**src/rtl/dual_port_ram.sv**
```systemverilog
// dual_port_ram: simple dual-port synchronous RAM.
// One write port and one independent read port share a single clock.
// The read data is registered. When both ports hit the same address in
// the same cycle, the read returns the word being written (write-first).
// An asynchronous active-high reset clears dout and every storage word.
module dual_port_ram #(
    parameter int DATA_WIDTH = 8,
    parameter int ADDR_WIDTH = 4,
    parameter int DEPTH      = 2 ** ADDR_WIDTH
) (
    input  logic                  clk,
    input  logic [DATA_WIDTH-1:0] din,
    output logic [DATA_WIDTH-1:0] dout,
    input  logic                  wr_en,
    input  logic                  rd_en,
    input  logic [ADDR_WIDTH-1:0] wr_addr,
    input  logic [ADDR_WIDTH-1:0] rd_addr,
    input  logic                  rst
);

    // Storage words. They are flops so that reset can clear them asynchronously.
    logic [DATA_WIDTH-1:0] mem_r [DEPTH];

    // Read data register that drives dout.
    logic [DATA_WIDTH-1:0] dout_r;

    // Data selected for the next enabled read (bypass or stored word).
    logic [DATA_WIDTH-1:0] rd_data_s;

    // Address range qualifiers. They only matter when DEPTH is not a power of two.
    logic                  wr_in_range_s;
    logic                  rd_in_range_s;

    // Same-address collision between the write and read ports.
    logic                  same_addr_s;

    // Qualify both addresses against DEPTH and detect a same-address collision.
    always_comb begin
        wr_in_range_s = 1'b0;
        rd_in_range_s = 1'b0;
        same_addr_s   = 1'b0;
        if (32'(wr_addr) < 32'(DEPTH)) begin
            wr_in_range_s = 1'b1;
        end else begin
            wr_in_range_s = 1'b0;
        end
        if (32'(rd_addr) < 32'(DEPTH)) begin
            rd_in_range_s = 1'b1;
        end else begin
            rd_in_range_s = 1'b0;
        end
        if (wr_en && (wr_addr == rd_addr)) begin
            same_addr_s = 1'b1;
        end else begin
            same_addr_s = 1'b0;
        end
    end

    // Select the read data. A colliding write wins so that dout sees the new word.
    always_comb begin
        rd_data_s = '0;
        if (same_addr_s) begin
            rd_data_s = din;
        end else if (rd_in_range_s) begin
            rd_data_s = mem_r[rd_addr];
        end else begin
            rd_data_s = '0;
        end
    end

    // Write port. Reset clears every word and discards any coinciding write.
    always_ff @(posedge clk or posedge rst) begin
        if (rst) begin
            for (int i = 0; i < DEPTH; i++) begin
                mem_r[i] <= '0;
            end
        end else if (wr_en && wr_in_range_s) begin
            mem_r[wr_addr] <= din;
        end else begin
            mem_r <= mem_r;
        end
    end

    // Read port. The register loads only on an enabled read and holds otherwise.
    always_ff @(posedge clk or posedge rst) begin
        if (rst) begin
            dout_r <= '0;
        end else if (rd_en) begin
            dout_r <= rd_data_s;
        end else begin
            dout_r <= dout_r;
        end
    end

    assign dout = dout_r;

endmodule

```
**config.mk**
```make
export PLATFORM = sky130hd
export DESIGN_NAME = dual_port_ram
export DESIGN_NICKNAME = d
export VERILOG_FILES = /design/src/rtl/dual_port_ram.sv
export SDC_FILE = /design/constraint.sdc
export NUM_CORES = 1
export LEC_CHECK = 0
export ABC_AREA = 1
export CAP_MARGIN = 20
export CORE_MARGIN = 3
export CORE_UTILIZATION = 55
export DETAILED_ROUTE_END_ITERATION = 7
export PLACE_DENSITY_LB_ADDON = 0.05
export SLEW_MARGIN = 20
export SYNTH_ARGS = -nofsm -noshare
export SYNTH_HDL_FRONTEND = slang
export SYNTH_SLANG_ARGS = --single-unit
```
**constraint.sdc**
```tcl
create_clock -name clk -period 3.8 [get_ports clk]
set_input_delay 0.38 -clock clk [delete_from_list [all_inputs] [get_ports clk]]
set_output_delay 0.38 -clock clk [all_outputs]
set_load 0.02 [all_outputs]
```
# --- Yosys cells after proc, flatten, opt, wreduce, memory -nomap -nowiden ---
# Index checks and enable logic that the tools add are counted.
# Widths: inputs -> output; s select.
classes:
  n_lt_le_gt_ge: 3
  n_eq_ne: 1
  mux: 8
  bitwise_logic: 2
  reduce_logical: 2
op_table:
  columns: ["op", "count"]
  rows:
  - ["$bwmux 128", 1]
  - ["$bmux 8 s4", 1]
  - ["$demux 8 s4", 1]
  - ["$mux 8", 4]
  - ["$ge 5x5->1 const B", 2]
  - ["$not 4->5", 2]
  - ["$lt 5x1->1 const B", 1]
  - ["$eq 4x4->1", 1]
  - ["$logic_and 1x1->1", 2]
  - ["$mux 1", 1]
totals:
  ff_bits: 136
  in_bits: 20
  out_inout_bits: 8
  word_cells: 33

# --- Longest topological paths before layout ---
# Gate-level depths: netlist (run 1).
logic_depth:
  word_depth: 6
  depth_mapped: 11
  depth_no_buf: 9

# --- Least setup slack after synthesis (run 1) ---
# No wires, ideal clock.
synth_timing:
  kind: "input -> register"
  from: "input port rd_addr[1]"
  to: "register dout_r[0] (netlist: dout[0])"
  setup_ns: 0.116
  arrival_ns: 1.376
  required_ns: 3.684
  path_slack_ns: 2.308
  cell_stages: 11
  path_buffers: 2
  cell_sequence: "buf_2 -> inv_1 -> nand2_1 -> nand2_1 -> nor2_1 -> nand3_1 -> buf_2 -> nor2_1 -> nor2_1 -> nand2_1 -> nand2_1"
synth_via:
  elab_chain_cells: 5
  word_cells_on_any_way: 8
  classes_between: "eq/ne (1); mux (5); bitwise (1); reduce/logical (1)"
synth_lines:
  columns: ["element", "line_no", "source"]
  rows:
  - ["start: declaration", "17", "input logic [ADDR_WIDTH-1:0] rd_addr,"]
  - ["$not 4->5 (not written as such)", "65", "rd_data_s = mem_r[rd_addr];"]
  - ["$bmux 8 s4", "65", null]
  - ["$mux 8 (not written as such) (2 in series)", "65", null]
  - ["$mux 8 (*)", "62", "if (same_addr_s) begin"]
  - ["end signal: assignment", "89", "dout_r <= rd_data_s;"]
  - ["end signal: assignment", "91", "dout_r <= dout_r;"]
  - ["end: declaration", "25", "logic [DATA_WIDTH-1:0] dout_r;"]
# Every way passes the cells marked *; elsewhere a longest branch is shown, timed or not. The select of a mux whose other input is x is not followed.
# A chain may end at the register's enable or synchronous reset.

# --- Final worst setup path (run 1) ---
layout_timing:
  from: "input port rd_addr[1]"
  to: "register dout_r[1] (netlist: dout[1])"
# Same word-level chain as after synthesis.

==> impl_metrics.tcl, run 1 <==
set metrics [dict create \
    n_antenna_cell 0 \
    ys_seq_elements 136 \
    grt_max_degree 57 \
    cts_tree "done" \
    area.growth.synth_to_final_pct 13.71 \
    cts.htree.levels 4 \
    die_x_um 115.2 \
    syn_inst 882 \
    grt-ovfl-total 0 \
    fin_tns_setup_ns 0 \
    grt_antenna_before_repair 0 \
    max_freq_ghz 0.4436 \
    cp_max_fo 34 \
    vias 5727 \
    postRouteAntennaNets 0 \
    swShare_pct 29.61 \
    fin_hold_ws_ns 0.2502 \
    irDropWorstVdd_mv 0.3513 \
    die_y_um 115.2 \
    drv_slew 0 \
    drt-total-wl_um 17820 \
    grt.total_usage_pct 28.95 \
    io_pins 28 \
    crit_arrival_ns 2.57 \
    drt_iter0_drc 707 \
    path_class "in2reg" \
    combPwrFrac_pct 17.9 \
    start_kind "primary input" \
    post-cts-setup-buffers 0 \
    cts_root_buffer "clkbuf_16" \
    ctsHoldBuffers 0 \
    min_path_type "in2async" \
    rr_startpoint "mem_r[62]$_DFFE_PP0P_" \
    worstMarginPinSlew_ns 0.8789 \
    drcViolationCount 0 \
    vias_per_cell 5.512 \
    cts.sinks 136 \
    crit_required_ns 4.12 \
    syn-mean-instance-area_sq_um 7.429 \
    wl_per_cell_um 17.15 \
    grt_pass1_wl_um 28700 \
    port_buffers 27 \
    cts-resized-gates 0 \
    firstDrtPassIters 5 \
    power.switching_uw 1251 \
    grt_pass1_vias 5274 \
    rsz0062_at_grt "no" \
    yosysSeqAreaShare_pct 51.94 \
    p_clk_share_pct 37.3 \
    place_congestion 0.9499 \
    drive_gt1_share_pct 5.134 \
    design.die.area_sq_um 13260 \
    dp_hpwl_um 11930 \
    nNetsFinal 903 \
    slew-limit-headroom_pct 41.19 \
    final_common_cell "nand2_1" \
    setup_viol 0 \
    leakagePower_uw 0.003749 \
    insertion_delay_ns 0.43 \
    seqPwrFrac_pct 44.8 \
    final_cell_mix "nand2_1 (340), dfrtp_1 (136), o21ai_0 (133)" \
    rows 39 \
    path_clk_slew_ns 0.06 \
    maxCapViolCount 0 \
    synthDistinctLibCells 12 \
    syn_area_sq_um 6553 \
    p_per_area_nw_per_um2 566.8 \
    hold_viol 0 \
    crit_path_frequent_cell "nand2_1" \
    finalCritPeriodShare_pct 59.32 \
    critPathLaunch "rd_addr[1]" \
    core-area_sq_um 11520 \
    crit_path_end_kind "flip-flop" \
    clock_skew_ns 0.007581 \
    floorplan.initialDensity_pct 56.90 \
    numCtsBuffers 17 \
    intPower_uw 2973 \
    cp_top_family "buffers and inverters" \
    outcome "complete, no violations" \
    path_cells "clkdlybuf4s50_1, buf_4, inv_1, buf_4, nand2_1, nand2_1, nor2_1, nand3_1, nor2_1, nor2_1, nand2_1, nand2_1" \
    synth_nets 902 \
    cp_slowest_cell "clkdlybuf4s50_1" \
    max_stage_delay_ns 0.46 \
    ys_warn_count 0 \
    critPathBufInv 4 \
    period_needed_ns 2.254 \
    clk_path_buf_depth 2 \
]
final cells by class:
| class | instances | area (sq um) |
|---|---|---|
| clock buffers | 21 | 470.5 |
| clock inverters | 11 | 96.34 |
| fillers | 1061 | 4065 |
| inverters | 92 | 349.1 |
| multi-input cells | 601 | 2590 |
| flip-flops and latches | 136 | 3403 |
| well taps | 143 | 178.9 |
| repair buffers | 35 | 362.8 |
logic make-up after synthesis:
group	after synthesis	share of synthesized area [%]
flip-flops	136	51.94
AND/OR/NAND/NOR	462	28.74
AO/OA/AOI/OAI	136	10.39
buffers and inverters	145	8.535
XOR/XNOR	3	0.4011
Yosys cell counts:
| cell type | count | share of area (%) |
|---|---|---|
| clkbuf_1 | 28 | 1.6 |
| buf_1 | 13 | 0.74 |
| buf_2 | 12 | 0.92 |
| inv_1 | 92 | 5.3 |
| nor2_1 | 23 | 1.3 |
| nand2_1 | 340 | 19 |
| o21ai_1 | 3 | 0.23 |
| xor2_1 | 3 | 0.40 |
| o21ai_0 | 133 | 10 |
| nor3_2 | 5 | 0.76 |
| nand3_1 | 94 | 7.2 |
| dfrtp_1 | 136 | 52 |
path summary, 6_finish.rpt:
| path | cells past startpoint | slack [ns] | to |
|---|---|---|---|
| worst max-delay path | 12 | 1.55 | dout[1]$_DFFE_PP0P_ |
| worst min-delay path | 2 | 0.25 | mem_r[124]$_DFFE_PP0P_ |
| worst max register to register | 8 | 2.56 | dout[6]$_DFFE_PP0P_ |
| worst min register to register | 2 | 0.48 | mem_r[94]$_DFFE_PP0P_ |
| max in group asynchronous | 3 | 3.01 | dout[0]$_DFFE_PP0P_ |
| min in group clk | 2 | 0.48 | mem_r[94]$_DFFE_PP0P_ |
stage by stage:
| step | std cells | setup WS [ns] | total power (uW) | area (sq um) | utilization [%] |
|---|---|---|---|---|---|
| 5_1_grt | 1039 | 1.336 | 4448 | 7451 | 64.70 |
| 3_3_place_gp | 1006 | 1.207 | 2627 | 6864 | 59.60 |
| 4_1_cts | 1038 | 1.595 | 4227 | 7431 | 64.53 |
| 6_report | 1039 | 1.546 | 4223 | 7451 | 64.70 |
| 2_1_floorplan | 882 | 1.727 | 2398 | 6556 | - |
| 3_5_place_dp | 1006 | 1.167 | 2658 | 6864 | 59.60 |
flip-flops by register name, indices dropped and copies added (netlist names):
| signal | flops |
|---|---|
| dout | 8 |
| mem_r | 128 |
routing by layer:
layer	part of all wire [%]	wire, um	global-route usage (%)	vias to the layer above
li1	-	-	-	2758
met1	46	8237	42.26	2714
met2	44	7856	42.63	224
met3	7.1	1268	5.263	31
met4	2.6	460	12.36	0
met5	0	0	0	-
worst register-to-register path: cells and delay by family (launching register included):
family           cells  cell delay (ns)
DFF                  1             0.38
and+or+nand+nor      8             0.75
power by group through the flow:
stage                     logic [uW]  registers (uW)  clock network, uW
after floorplan                  505            1890                  0
after global placement           726            1900                  0
after detailed placement         745            1910                  0
after CTS                        750            1890               1590
after global routing             869            1930               1650
final                            756            1890               1570
(Power assumes the default switching activity.)
==> run 2: changes to the inputs <==
--- a/config.mk
+++ b/config.mk
@@ -8,7 +8,7 @@
 export ABC_AREA = 1
 export CAP_MARGIN = 20
 export CORE_MARGIN = 3
-export CORE_UTILIZATION = 55
+export CORE_UTILIZATION = 60
 export DETAILED_ROUTE_END_ITERATION = 7
 export PLACE_DENSITY_LB_ADDON = 0.05
 export SLEW_MARGIN = 20
==> constraint.sdc (replaced) <==
create_clock -name clk -period 2.3 [get_ports clk]
set_input_delay 0.23 -clock clk [delete_from_list [all_inputs] [get_ports clk]]
set_output_delay 0.23 -clock clk [all_outputs]
set_load 0.02 [all_outputs]
==> run 2 against run 1 <==
Worst setup slack lost 1.0 ns. Sequential share of layout area shrank 1.1 points. Clock skew is essentially flat. Global-route usage grew 1.8 points. Count of clock-buffer cells in the layout grew 2. Routed wire length shrank 0.84%.
==> impl_metrics.tcl, run 2 (synthesis gave the netlist of run 1 again) <==
set metrics [dict create \
    path_clk_slew_ns 0.06 \
    finalCritPeriodShare_pct 76.59 \
    rsz0062_at_grt "no" \
    fin_tns_setup_ns 0 \
    largest_reg_flops 128 \
    critPathLaunch "dout[3]$_DFFE_PP0P_" \
    crit_arrival_ns 1.53 \
    grt-ovfl-total 0 \
    cp_slowest_cell "clkdlybuf4s50_1" \
    drive_gt1_share_pct 6.367 \
    drv_slew 0 \
    n_antenna_cell 0 \
    irDropWorstVdd_mv 0.6127 \
    crit_cells 1 \
    clk_path_buf_depth 2 \
    critPathBufInv 1 \
    reg2reg_depth 8 \
    final_common_cell "nand2_1" \
    grt.total_usage_pct 30.78 \
    grt_antenna_before_repair 0 \
    hold_viol 0 \
    ctsHoldBuffers 1 \
    grt_pass1_vias 5614 \
    start_kind "flip-flop" \
    maxCapViolCount 0 \
    place_congestion 0.8727 \
    wl_per_cell_um 16.88 \
    clock_skew_ns 0.007435 \
    dp_hpwl_um 11620 \
    cts.htree.levels 4 \
    final_cell_mix "nand2_1 (340), dfrtp_1 (136), o21ai_0 (133)" \
    postRouteAntennaNets 0 \
    floorplan.initialDensity_pct 62.63 \
    fin_hold_ws_ns 0.4812 \
    drcViolationCount 0 \
    vias_per_cell 5.667 \
    min_path_type "in2reg" \
    worstMarginPinSlew_ns 0.6063 \
    cts.sinks 136 \
    design.die.area_sq_um 12210 \
    max_stage_delay_ns 0.63 \
    period_needed_ns 1.762 \
    nNetsFinal 918 \
    place_area_sq_um 7005 \
    cts-resized-gates 0 \
    cts_tree "done" \
    p_per_area_nw_per_um2 946.2 \
    max_freq_ghz 0.5677 \
    top_register "mem_r" \
    fin_area_sq_um 7627 \
    die_y_um 110.5 \
    cp_max_fo 2 \
    grt_max_degree 61 \
    vias 5933 \
    hold_path_depth 4 \
    numCtsBuffers 17 \
    die_x_um 110.5 \
    dpl.cell_count 1014 \
    power.total_uw 7217 \
    path_cells "clkdlybuf4s50_1" \
    grt_pass1_wl_um 29790 \
    cts_root_buffer "clkbuf_8" \
    rows 37 \
    crit_required_ns 2.07 \
    hold_start "din[4]" \
    core-area_sq_um 10460 \
    drt_iter0_drc 650 \
    n_fill_cell 803 \
    port_buffers 27 \
    leakagePower_uw 0.003857 \
    path_class "reg2out" \
    io_pins 28 \
    drt-total-wl_um 17670 \
    rr_startpoint "mem_r[43]$_DFFE_PP0P_" \
    area.growth.synth_to_final_pct 16.40 \
    setup_viol 0 \
    outcome "complete, no violations" \
    firstDrtPassIters 5 \
    cp_top_family "buffers and inverters" \
    slew-limit-headroom_pct 59.54 \
    crit_path_end_kind "output pin" \
    final_cell_count_no_fill 1047 \
    insertion_delay_ns 0.53 \
    post-cts-setup-buffers 0 \
]
run 2: layout make-up:
type / count / area, sq um / share of cell area, %
timing repair buffer: 50 / 503.0 / 6.594
multi-input combinational: 601 / 2590 / 33.96
clock buffer: 23 / 466.7 / 6.119
inverter: 92 / 349.1 / 4.577
sequential: 136 / 3403 / 44.62
tap: 136 / 170.2 / 2.231
clock inverter: 9 / 145.1 / 1.903
run 2: routing by layer:
metal	part of all wire [%]	track usage [%]	routed length, um
met5	0	0	0
met4	3.4	12.15	601
met3	10	7.233	1832
met2	43	45.06	7613
met1	43	44.62	7627
run 2: worst reg2reg max path, cell delays in order, from the launching register on:
cell and delay (ns):
dfrtp_1 0.32, inv_1 0.05, o21ai_0 0.22, nand2_1 0.09, nand3_1 0.08, nand3_1 0.13
nand3_1 0.15, nand2_1 0.07, nand2_1 0.06
run 2: final timing paths:
kind,to,slack [ns]
worst min register to register,mem_r[57]$_DFFE_PP0P_,0.48
worst max-delay path,dout[3],0.54
worst max register to register,dout[3]$_DFFE_PP0P_,1.07
worst min-delay path,mem_r[108]$_DFFE_PP0P_,0.48
min in group asynchronous,mem_r[60]$_DFFE_PP0P_,0.56
max in group asynchronous,dout[0]$_DFFE_PP0P_,1.16
run 2: metrics by stage:
| stage | util, % | worst slack, ns |
|---|---|---|
| 2_1_floorplan | - | 0.3769 |
| 3_3_place_gp | 66.96 | 0.3546 |
| 3_5_place_dp | 66.96 | 0.2503 |
| 4_1_cts | 72.90 | 0.5221 |
| 5_1_grt | 72.90 | 0.5169 |
| 6_report | 72.90 | 0.5384 |
run 2: where the power goes:
part | total [uW] | leakage, uW | switching, uW | internal (uW)
clock | 2820 | 0.000306 | 978 | 1840
sequential | 3130 | 0.00170 | 237 | 2890
combinational | 1270 | 0.00185 | 801 | 467
